**src/rtl/usb3_hp_crc_arb.sv**
```systemverilog
// usb3_hp_crc_arb: round-robin share of one header-packet CRC-16 engine between two requesters
module usb3_hp_crc_arb #(
  parameter bit INVERT_OUT = 1'b1
) (
  input  logic        clk,
  input  logic        rst,
  input  logic        req0,
  input  logic [95:0] hdr0,
  output logic        ack0,
  input  logic        req1,
  input  logic [95:0] hdr1,
  output logic        ack1,
  output logic [15:0] crc_out,
  output logic        busy,
  output logic        gnt,
  output logic        eng_rst,
  output logic        eng_en,
  output logic [31:0] eng_d,
  input  logic [15:0] eng_crc
);
  typedef enum logic [2:0] {IDLE, INIT, DW0, DW1, DW2, DONE} state_t;
  state_t state, state_nx;
  logic gnt_nx;
  logic [1:0] req;
  logic [95:0] hdr;
  assign req = {req1, req0};
  assign hdr = gnt_nx ? hdr1 : hdr0;
  // The engine result only settles once DW2 has been clocked in, so the ack register gates it through here.
  assign crc_out = (ack0 | ack1) ? eng_crc ^ {16{INVERT_OUT}} : 16'h0000;
  // Next state: round-robin grant in IDLE, abort when the granted requester withdraws before DONE.
  always_comb begin
    state_nx = state;
    gnt_nx = gnt;
    case (state)
      IDLE: if (req0 | req1) begin
        gnt_nx = req[~gnt] ? ~gnt : gnt;
        state_nx = INIT;
      end
      INIT: state_nx = req[gnt] ? DW0 : IDLE;
      DW0: state_nx = req[gnt] ? DW1 : IDLE;
      DW1: state_nx = req[gnt] ? DW2 : IDLE;
      DW2: state_nx = req[gnt] ? DONE : IDLE;
      default: state_nx = IDLE;
    endcase
  end
  // State and all engine/handshake outputs registered from the next state.
  always_ff @(posedge clk or posedge rst) begin
    if (rst) begin
      state <= IDLE;
      gnt <= 1'b1;
      ack0 <= 1'b0;
      ack1 <= 1'b0;
      busy <= 1'b0;
      eng_rst <= 1'b0;
      eng_en <= 1'b0;
      eng_d <= 32'h0;
    end else begin
      state <= state_nx;
      gnt <= gnt_nx;
      ack0 <= state_nx == DONE && !gnt_nx;
      ack1 <= state_nx == DONE && gnt_nx;
      busy <= state_nx != IDLE;
      eng_rst <= state_nx == INIT;
      eng_en <= state_nx == DW0 || state_nx == DW1 || state_nx == DW2;
      eng_d <= state_nx == DW0 ? hdr[31:0] : state_nx == DW1 ? hdr[63:32] : state_nx == DW2 ? hdr[95:64] : 32'h0;
    end
  end
endmodule
```
**config.mk**
```make
export PLATFORM = sky130hd
export DESIGN_NAME = usb3_hp_crc_arb
export DESIGN_NICKNAME = d
export VERILOG_FILES = /design/src/rtl/usb3_hp_crc_arb.sv
export SDC_FILE = /design/constraint.sdc
export NUM_CORES = 1
export LEC_CHECK = 0
export ABC_AREA = 1
export CORE_AREA = 2 2 104 106
export DETAILED_ROUTE_END_ITERATION = 10
export DIE_AREA = 0 0 106 108
export PLACE_DENSITY_LB_ADDON = 0.25
export SLEW_MARGIN = 20
export SYNTH_ARGS = -nofsm -noshare
export SYNTH_HDL_FRONTEND = slang
export SYNTH_SLANG_ARGS = --single-unit
```
**constraint.sdc**
```tcl
create_clock -name clk -period 2.1 [get_ports clk]
set_input_delay 0.42 -clock clk [delete_from_list [all_inputs] [get_ports clk]]
set_output_delay 0.42 -clock clk [all_outputs]
set_load 0.01 [all_outputs]
```
==> impl_metrics.env <==
export IMPL_placed_cell_area_mm2=0.006221
export IMPL_power_total_mw=6.188
export IMPL_hold_class="input pin to asynchronous set/reset pin"
export IMPL_hpwl_um=11020
export IMPL_arrival_ps=1510
export IMPL_period_share_pct=92.04
export IMPL_finalCriticalPeriod_ps=1933
export IMPL_vias_per_cell=5.124
export IMPL_ctsResizeCount=0
export IMPL_ys_types=18
export IMPL_status="complete, no violations"
export IMPL_antenna_found_initial=0
export IMPL_first_pass_iters=5
export IMPL_wl_um=14540
export IMPL_setup_viol=0
export IMPL_slew_headroom_pct=66.55
export IMPL_drt_iter0_drc=261
export IMPL_hold_viol=0
export IMPL_numPortBuffers=265
export IMPL_endpoint_kind="primary output"
export IMPL_irDropWorstVdd_mv=0.9944
export IMPL_max_freq_ghz=0.5174
export IMPL_cp_max_fo=16
export IMPL_numCtsBuffers=5
export IMPL_rsz0062_at_grt="no"
export IMPL_diodes=0
export IMPL_critPathRequiredTime_ps=1680
export IMPL_drcViolationCount=0
export IMPL_wl_per_cell_um=15.37
export IMPL_layout_common_cells="clkdlybuf4s50_1 (265), nand2_1 (231), nand3_1 (197)"
export IMPL_netlist_instances=564
export IMPL_final_common_cell="clkdlybuf4s50_1"
export IMPL_setup_tns_final_ps=0
export IMPL_max_cap_violations=0
export IMPL_r2r_slack_ps=330
export IMPL_rows=37
export IMPL_clock_path_buffers=2
export IMPL_p_leak_nw=2.997
export IMPL_die_x_um=106
export IMPL_track_usage_pct=24.47
export IMPL_syn_avg_cell_area_um2=5.945
export IMPL_core_area_mm2=0.01023
export IMPL_gp_congestion=0.9043
export IMPL_clk_pin_slew_worst_paths_ps=80
export IMPL_grt_max_degree=53
export IMPL_fp_dieH_um=108
export IMPL_clock_latency_ps=290
export IMPL_synth_warnings=0
export IMPL_area_growth_pct=88.21
export IMPL_yosysSeqAreaShare_pct=30.63
export IMPL_powerDensity_mw_per_mm2=980.5
export IMPL_cts_sink_count=41
export IMPL_worst_pin_slew_ps=501.8
export IMPL_htree_levels=2
export IMPL_vias=4847
export IMPL_final_cell_area_mm2=0.006311
export IMPL_initial_core_util_pct=32.77
export IMPL_slew_viol_final=0
export IMPL_cts_setup_buffers=0
export IMPL_boundaryPins=266
export IMPL_gr_total_overflow=0
export IMPL_grt_pass1_vias=4679
export IMPL_synth_seq_cells=41
export IMPL_start_kind="register"
export IMPL_cts_tree="done"
export IMPL_r2r_end="eng_d[25]$_DFF_PP0_"
export IMPL_ant_nets=0
export IMPL_hold_ws_ps=446.2
export IMPL_reg2reg_from="state[2]$_DFF_PP0_"
export IMPL_synth_area_mm2=0.003353
export IMPL_cts_root_buf="clkbuf_8"
export IMPL_final_net_count=1021
export IMPL_die_area_mm2=0.01145
export IMPL_final_core_util_pct=61.69
export IMPL_hold_buffers=0
export IMPL_reg2regPathDepth=9
export IMPL_critical_path_class="register to primary output"
export IMPL_fillers=945
export IMPL_synthesis_nets=776
export IMPL_grt_pass1_wl_um=22480
export IMPL_fin_skew_ps=6.707
export IMPL_layout_drive_gt1_share_pct=4.691
## sequential cells by signal (all words and copies together), names as in the netlist
| register | cells |
|---|---|
| ack0 | 1 |
| gnt | 1 |
| eng_d | 32 |
| eng_rst | 1 |
| eng_en | 1 |
| busy | 1 |
| ack1 | 1 |
| state | 3 |
## cells in the mapped netlist
cell type | n | area share, %
nor2_1 | 24 | 2.7
buf_4 | 5 | 1.1
nand4_2 | 1 | 0.37
clkbuf_1 | 3 | 0.34
inv_1 | 11 | 1.2
nand3_1 | 197 | 29
dfstp_2 | 1 | 0.78
nor2_2 | 2 | 0.37
nand2_2 | 4 | 0.75
nor2_4 | 1 | 0.34
nand3b_1 | 1 | 0.22
buf_2 | 35 | 5.2
inv_2 | 3 | 0.34
o21ai_1 | 2 | 0.30
o21ai_0 | 1 | 0.15
nand2_1 | 231 | 26
dfrtp_1 | 40 | 30
buf_6 | 2 | 0.67
## through the flow
step,worst slack (ps),std cells
2_1_floorplan,579.5,564
3_3_place_gp,-17.13,938
3_5_place_dp,-121.4,938
4_1_cts,141.1,946
5_1_grt,71.11,946
6_report,167.1,946
## per-layer routing
metal / global-route usage, % / part of all wire, % / vias to the layer above
li1: - / - / 2331
met3: 5.485 / 9.2 / 27
met4: 7.613 / 2.5 / 0
met2: 45.85 / 51 / 269
met1: 27.64 / 37 / 2220
met5: 0 / 0 / -
## report_power, final
group | internal (mW) | total (mW) | switching [mW]
logic | 1.94 | 4.52 | 2.58
registers | 1.02 | 1.13 | 0.109
clock network | 0.269 | 0.542 | 0.273
## logic make-up (layout without fill, tap and decap cells)
family	count (synthesis)	after routing	synth area share (%)
DFF	41	41	30.63
buffers and inverters	59	305	8.918
and+or+nand+nor	461	461	60.00
AOI/OAI and AO/OA	3	3	0.4476
## worst max path at each step
stage                          endpoint            from  depth (start not counted)  slack (ps)
global route                 crc_out[9]  ack1$_DFF_PP0_                          4          70
floorplan                   crc_out[10]  ack1$_DFF_PP0_                          3         580
finish                       crc_out[9]  ack1$_DFF_PP0_                          4         170
global placement    eng_d[29]$_DFF_PP0_            req1                          8         -20
detailed placement  eng_d[25]$_DFF_PP0_            req1                          8        -120
CTS                          crc_out[9]  ack1$_DFF_PP0_                          4         140
## final cells by class
class / instances / area, um^2 / area share, %
inverter: 14 / 52.55 / 0.8327
sequential: 41 / 1027 / 16.28
timing repair buffer: 283 / 2913 / 46.15
tap: 136 / 170.2 / 2.696
multi-input combinational: 464 / 2058 / 32.61
clock buffer: 8 / 90.09 / 1.427
## worst max-delay path, cell delays in order, from the launching register on
cell,delay (ps)
dfrtp_1,360
nor2_1,50
buf_4,180
nor2_1,110
clkdlybuf4s50_1,540
No activity file was read; power rests on OpenSTA's default activity.
==> RTL edit 1: new RTL, same flow settings <==
Make the reset (`rst`) synchronous in one clocked block.
--- a/src/rtl/usb3_hp_crc_arb.sv
+++ b/src/rtl/usb3_hp_crc_arb.sv
@@ -44,7 +44,7 @@
     endcase
   end
   // State and all engine/handshake outputs registered from the next state.
-  always_ff @(posedge clk or posedge rst) begin
+  always_ff @(posedge clk) begin
     if (rst) begin
       state <= IDLE;
       gnt <= 1'b1;
Formal check against the unedited RTL: differs if rst is asserted again (counterexample within 4 cycles, from zero or initial values and one cycle with rst high); with rst held inactive, the same outputs for 10 cycles.
==> RTL edit 1 against the original RTL <==
Global-route usage is 1.8 points higher. Final area is 0.28% higher. Critical path type unchanged. Critical endpoint is now crc_out[15]. Hold slack better by 0.23 ns. Die area stayed put. Routed wire length is 6.5% higher. Sequential cell count stayed put. Worst setup slack worse by 0.024 ns. Area after synthesis is 0.15% higher. Utilization is 0.17 points higher.
Power is not compared: it rests on default switching activity, and its combinational part moved more than twofold at a synthesized area within 25%.
==> RTL edit 1: results (changes against the original RTL) <==
- The count of nets after finishing is 1,066 (was 1,021).
- The routed length on met2 was 7640 um (was 7460 um).
- The worst-case clock skew is 0.00785 ns (was 0.00671 ns).
- The measured slew at the worst slew-check pin was 0.415 ns (was 0.502 ns).
- The met3 track utilization from global routing was 6.03% (was 5.49%).
- The minimum setup slack in the final design is 0.144 ns (was 0.167 ns).
- The post-synth net total is 814 (was 776).
- The reg2reg setup slack is 0.43 ns (was 0.33 ns).
- The pin count of the biggest net entering global routing was 38 (was 53).
- The routed length per placed instance is 15.6 um (was 15.4 um).
- The core utilization of the finished layout was 61.9% (was 61.7%).
- Cell types with the highest counts after synthesis: nand3_1 (194), nand2_1 (172), inv_1 (71) (was nand2_1 (231), nand3_1 (197), dfrtp_1 (40)).
- The delay contributed by the slowest stage of the critical path is 0.49 ns (was 0.54 ns).
- The mean number of vias per cell is 4.96 (was 5.12).
- The sequential share of the synthesized area is 24.4% (was 30.6%).
- The final RePlAce weighted congestion is 0.947 (was 0.904).
- Synth area leaders: nand3_1 (29%), dfxtp_1 (24%), nand2_1 (19%) (was dfrtp_1 (30%), nand3_1 (29%), nand2_1 (26%)).
- The endpoint of the lowest-slack register-to-register path is eng_d[10] (was eng_d[25]).
- The main flop type after synthesis is dfxtp_1 (was dfrtp_1).
- The aggregate routed wire length is 15,500 um (was 14,500 um).
- The initial antenna violation count came to 1 (was 0).
- The met1 layer wirelength in the final routing was 6030 um (was 5380 um).
- The met1 track demand over resource in global routing was 30.3% (was 27.6%).
- The fraction of met2 tracks used by global routing is 47.7% (was 45.9%).
- The setup slack at placement is -0.0397 ns (was -0.121 ns).
- Run status: complete, no violations (unchanged).
- The starting DRC count in detailed routing came to 262 (was 261).
- The async set or reset register ratio after synthesis is 0% (was 100%).
- The path type of the worst min-delay path is reg2reg (was in2async).
- The overall track demand over capacity in global routing is 26.3% (was 24.5%).
- The signal arrival time at the worst endpoint came to 1.54 ns (was 1.51 ns).
- The placement-stage cell area was 0.00620 mm^2 (was 0.00622 mm^2).
- The ratio of cells with drive above 1 in the final layout came to 5.50% (was 4.69%).
- The number of global-route vias before repair was 4,939 (was 4,679).
- The HPWL reported at the end of detailed placement was 12,000 um (was 11,000 um).
- The launch point of the critical path is ack1 (unchanged).
- The startpoint of the lowest-slack register-to-register path is state[1] (was state[2]).
==> RTL edit 1: report_power, final <==
part | internal, mW | total, mW | switching, mW
combinational | 0.740 | 1.46 | 0.718
sequential | 0.824 | 0.847 | 0.0222
clock | 0.387 | 0.686 | 0.299
==> RTL edit 1: final cells by class <==
type                       instances  area [um^2]
clock buffer                       6         82.6
timing repair buffer             292         2930
clock inverter                     2         37.5
antenna                            1         2.50
inverter                          74          278
sequential                        41          821
multi-input combinational        440         2010
fill                             971         3900
tap                              136          170
==> RTL edit 1: cell families (layout without fill, tap and decap cells) <==
logic type / Yosys count / count (layout) / synth area share [%]
and+or+nand+nor: 400 / 400 / 53.0
buffers and inverters: 121 / 374 / 16.4
DFF: 41 / 41 / 24.4
AOI/OAI and AO/OA: 40 / 40 / 6.15
other: 0 / 1 / 0
==> RTL edit 1: worst min-delay path, cell delays in order, from the launching register on <==
cell and delay, ns:
dfxtp_1 0.37, nand2_1 0.11, nor2_1 0.05, inv_1 0.07
nor3_1 0.04
==> RTL edit 2: new RTL, config.mk and constraints unchanged <==
Made on the original files. `INVERT_OUT`: 1'b1 -> 1'b0.
--- a/src/rtl/usb3_hp_crc_arb.sv
+++ b/src/rtl/usb3_hp_crc_arb.sv
@@ -1,6 +1,6 @@
 // usb3_hp_crc_arb: round-robin share of one header-packet CRC-16 engine between two requesters
 module usb3_hp_crc_arb #(
-  parameter bit INVERT_OUT = 1'b1
+  parameter bit INVERT_OUT = 1'b0
 ) (
   input  logic        clk,
   input  logic        rst,
Function: changed (Yosys sat finds a counterexample within 10 cycles, from zero or initial values and one cycle with rst high).
==> RTL edit 2 against the original RTL <==
Routed wire length shrank 2.4%. Power shrank 1.5%. Utilization grew 0.18 points. Final area grew 0.30%. Clock skew grew 0.0034 ns. Count of clock-buffer cells in the layout shrank 3. Area after synthesis grew 1.8%. Non-clock buffer count grew 3. Sequential cell count is the same. Maximum frequency shrank 2.7%. Hold slack lost 0.045 ns. Worst setup slack lost 0.053 ns. Critical path type is now in2out. Critical endpoint is now crc_out[2]. Largest cell class unchanged. Largest power group unchanged.
==> RTL edit 2: results (changes against the original RTL) <==
- The number of optimization iterations in the first detailed-route pass is 5 (unchanged).
- The measured slew at the worst slew-check pin is 0.481 ns (was 0.502 ns).
- The count of port buffers added during placement is 265 (unchanged).
- The switching power is 2.94 mW (was 2.96 mW).
- The maximum vdd drop came to 0.607 mV (was 0.994 mV).
- The overall track demand over capacity in global routing was 24.2% (was 24.5%).
- The static leakage is 3.08 nW (was 3.00 nW).
- Cell types with the highest counts after synthesis: nand2_1 (231), nand3_1 (197), dfrtp_1 (40) (unchanged).
- The total of cells resized after clock tree synthesis was 0 (unchanged).
- The number of instances in the synthesized netlist is 580 (was 564).
- Run status: complete, no violations (unchanged).
- The number of flops mapped to enable cells by yosys is 0 (unchanged).
- The final RePlAce weighted congestion was 0.930 (was 0.904).
- The number of global-route vias before repair came to 4,545 (was 4,679).
- The post-layout instance count excluding filler cells came to 965 (was 946).
- The first-pass GRT wire length was 22,300 um (was 22,500 um).
- The sequential share of the synthesized area came to 30.1% (was 30.6%).
- The count of nets after finishing is 1,040 (was 1,021).
- The ratio of cells with drive above 1 in the final layout is 5.19% (was 4.69%).
- The power in the clock group is 0.515 mW (was 0.542 mW).
- The signal arrival time at the worst endpoint is 1.57 ns (was 1.51 ns).
- The placement-stage cell area was 0.00624 mm^2 (was 0.00622 mm^2).
- The fraction of met2 tracks used by global routing is 43.9% (was 45.9%).
- The HPWL reported at the end of detailed placement came to 11,100 um (was 11,000 um).
- The number of warnings reported in the yosys synthesis log is 0 (unchanged).
- Largest registers: eng_d x32, state x3 (unchanged).
- The pin count of the biggest net entering global routing is 51 (was 53).
- The worst-case clock skew was 0.0101 ns (was 0.00671 ns).
- The maximum net fanout on the critical path is 1 (was 16).
- The met1 track demand over resource in global routing is 27.9% (was 27.6%).
- The met3 track utilization from global routing came to 6.03% (was 5.49%).
- Synth area leaders: dfrtp_1 (29%), nand3_1 (29%), nand2_1 (25%) (was dfrtp_1 (30%), nand3_1 (29%), nand2_1 (26%)).
- The post-synth net total came to 792 (was 776).
- The total placed cells including tap cells is 957 (was 938).
- The overall via count from detail_route came to 4,842 (was 4,847).
- The starting DRC count in detailed routing is 303 (was 261).
## RTL edit 2: final cells by class
| cell class | instances | area (um^2) |
|---|---|---|
| Timing Repair Buffer | 286 | 2890 |
| Sequential cell | 41 | 1030 |
| Clock inverter | 3 | 17.5 |
| Tap cell | 136 | 170 |
| Inverter | 30 | 113 |
| Clock buffer | 5 | 68.8 |
| Multi-Input combinational cell | 464 | 2050 |
| Fill cell | 908 | 3900 |
## RTL edit 2: kinds of logic (layout without fill, tap and decap cells)
kind of cell    after synthesis  count (layout)  synth area share (%)
compound gates                3               3                 0.440
flops                        41              41                  30.1
simple gates                461             461                  58.9
buf+inv                      75             324                  10.5
## RTL edit 2: worst max-delay path: stages
cell and delay (ns):
clkdlybuf4s50_1 0.45, inv_1 0.03, nor2_1 0.11, clkdlybuf4s50_1 0.55
## RTL edit 2: through the flow
| step | worst slack [ns] | util, % | power, mW |
|---|---|---|---|
| global route | 0.0393 | 61.9 | 6.68 |
| floorplan | 0.579 | - | 3.95 |
| CTS | 0.105 | 61.9 | 6.11 |
| detailed placement | 0.00188 | 61.0 | 5.59 |
| finish | 0.114 | 61.9 | 6.09 |
| global placement | 0.0418 | 61.0 | 5.48 |
## RTL edit 2: final timing paths
path / startpoint / endpoint / slack, ns
min: rst / eng_d[11] / 0.40
max: eng_crc[2] / crc_out[2] / 0.11
max reg2reg: state[2] / eng_d[5] / 0.36
max in group asynchronous: rst / eng_rst / 1.24
min in group clk: state[2] / state[0] / 0.64
min reg2reg: state[2] / state[0] / 0.64
## RTL edit 2: metal layers
layer | part of all wire [%] | vias up
met5 | 0 | -
met4 | 2.9 | 0
met3 | 9.4 | 35
met2 | 51 | 256
met1 | 37 | 2186
li1 | - | 2365
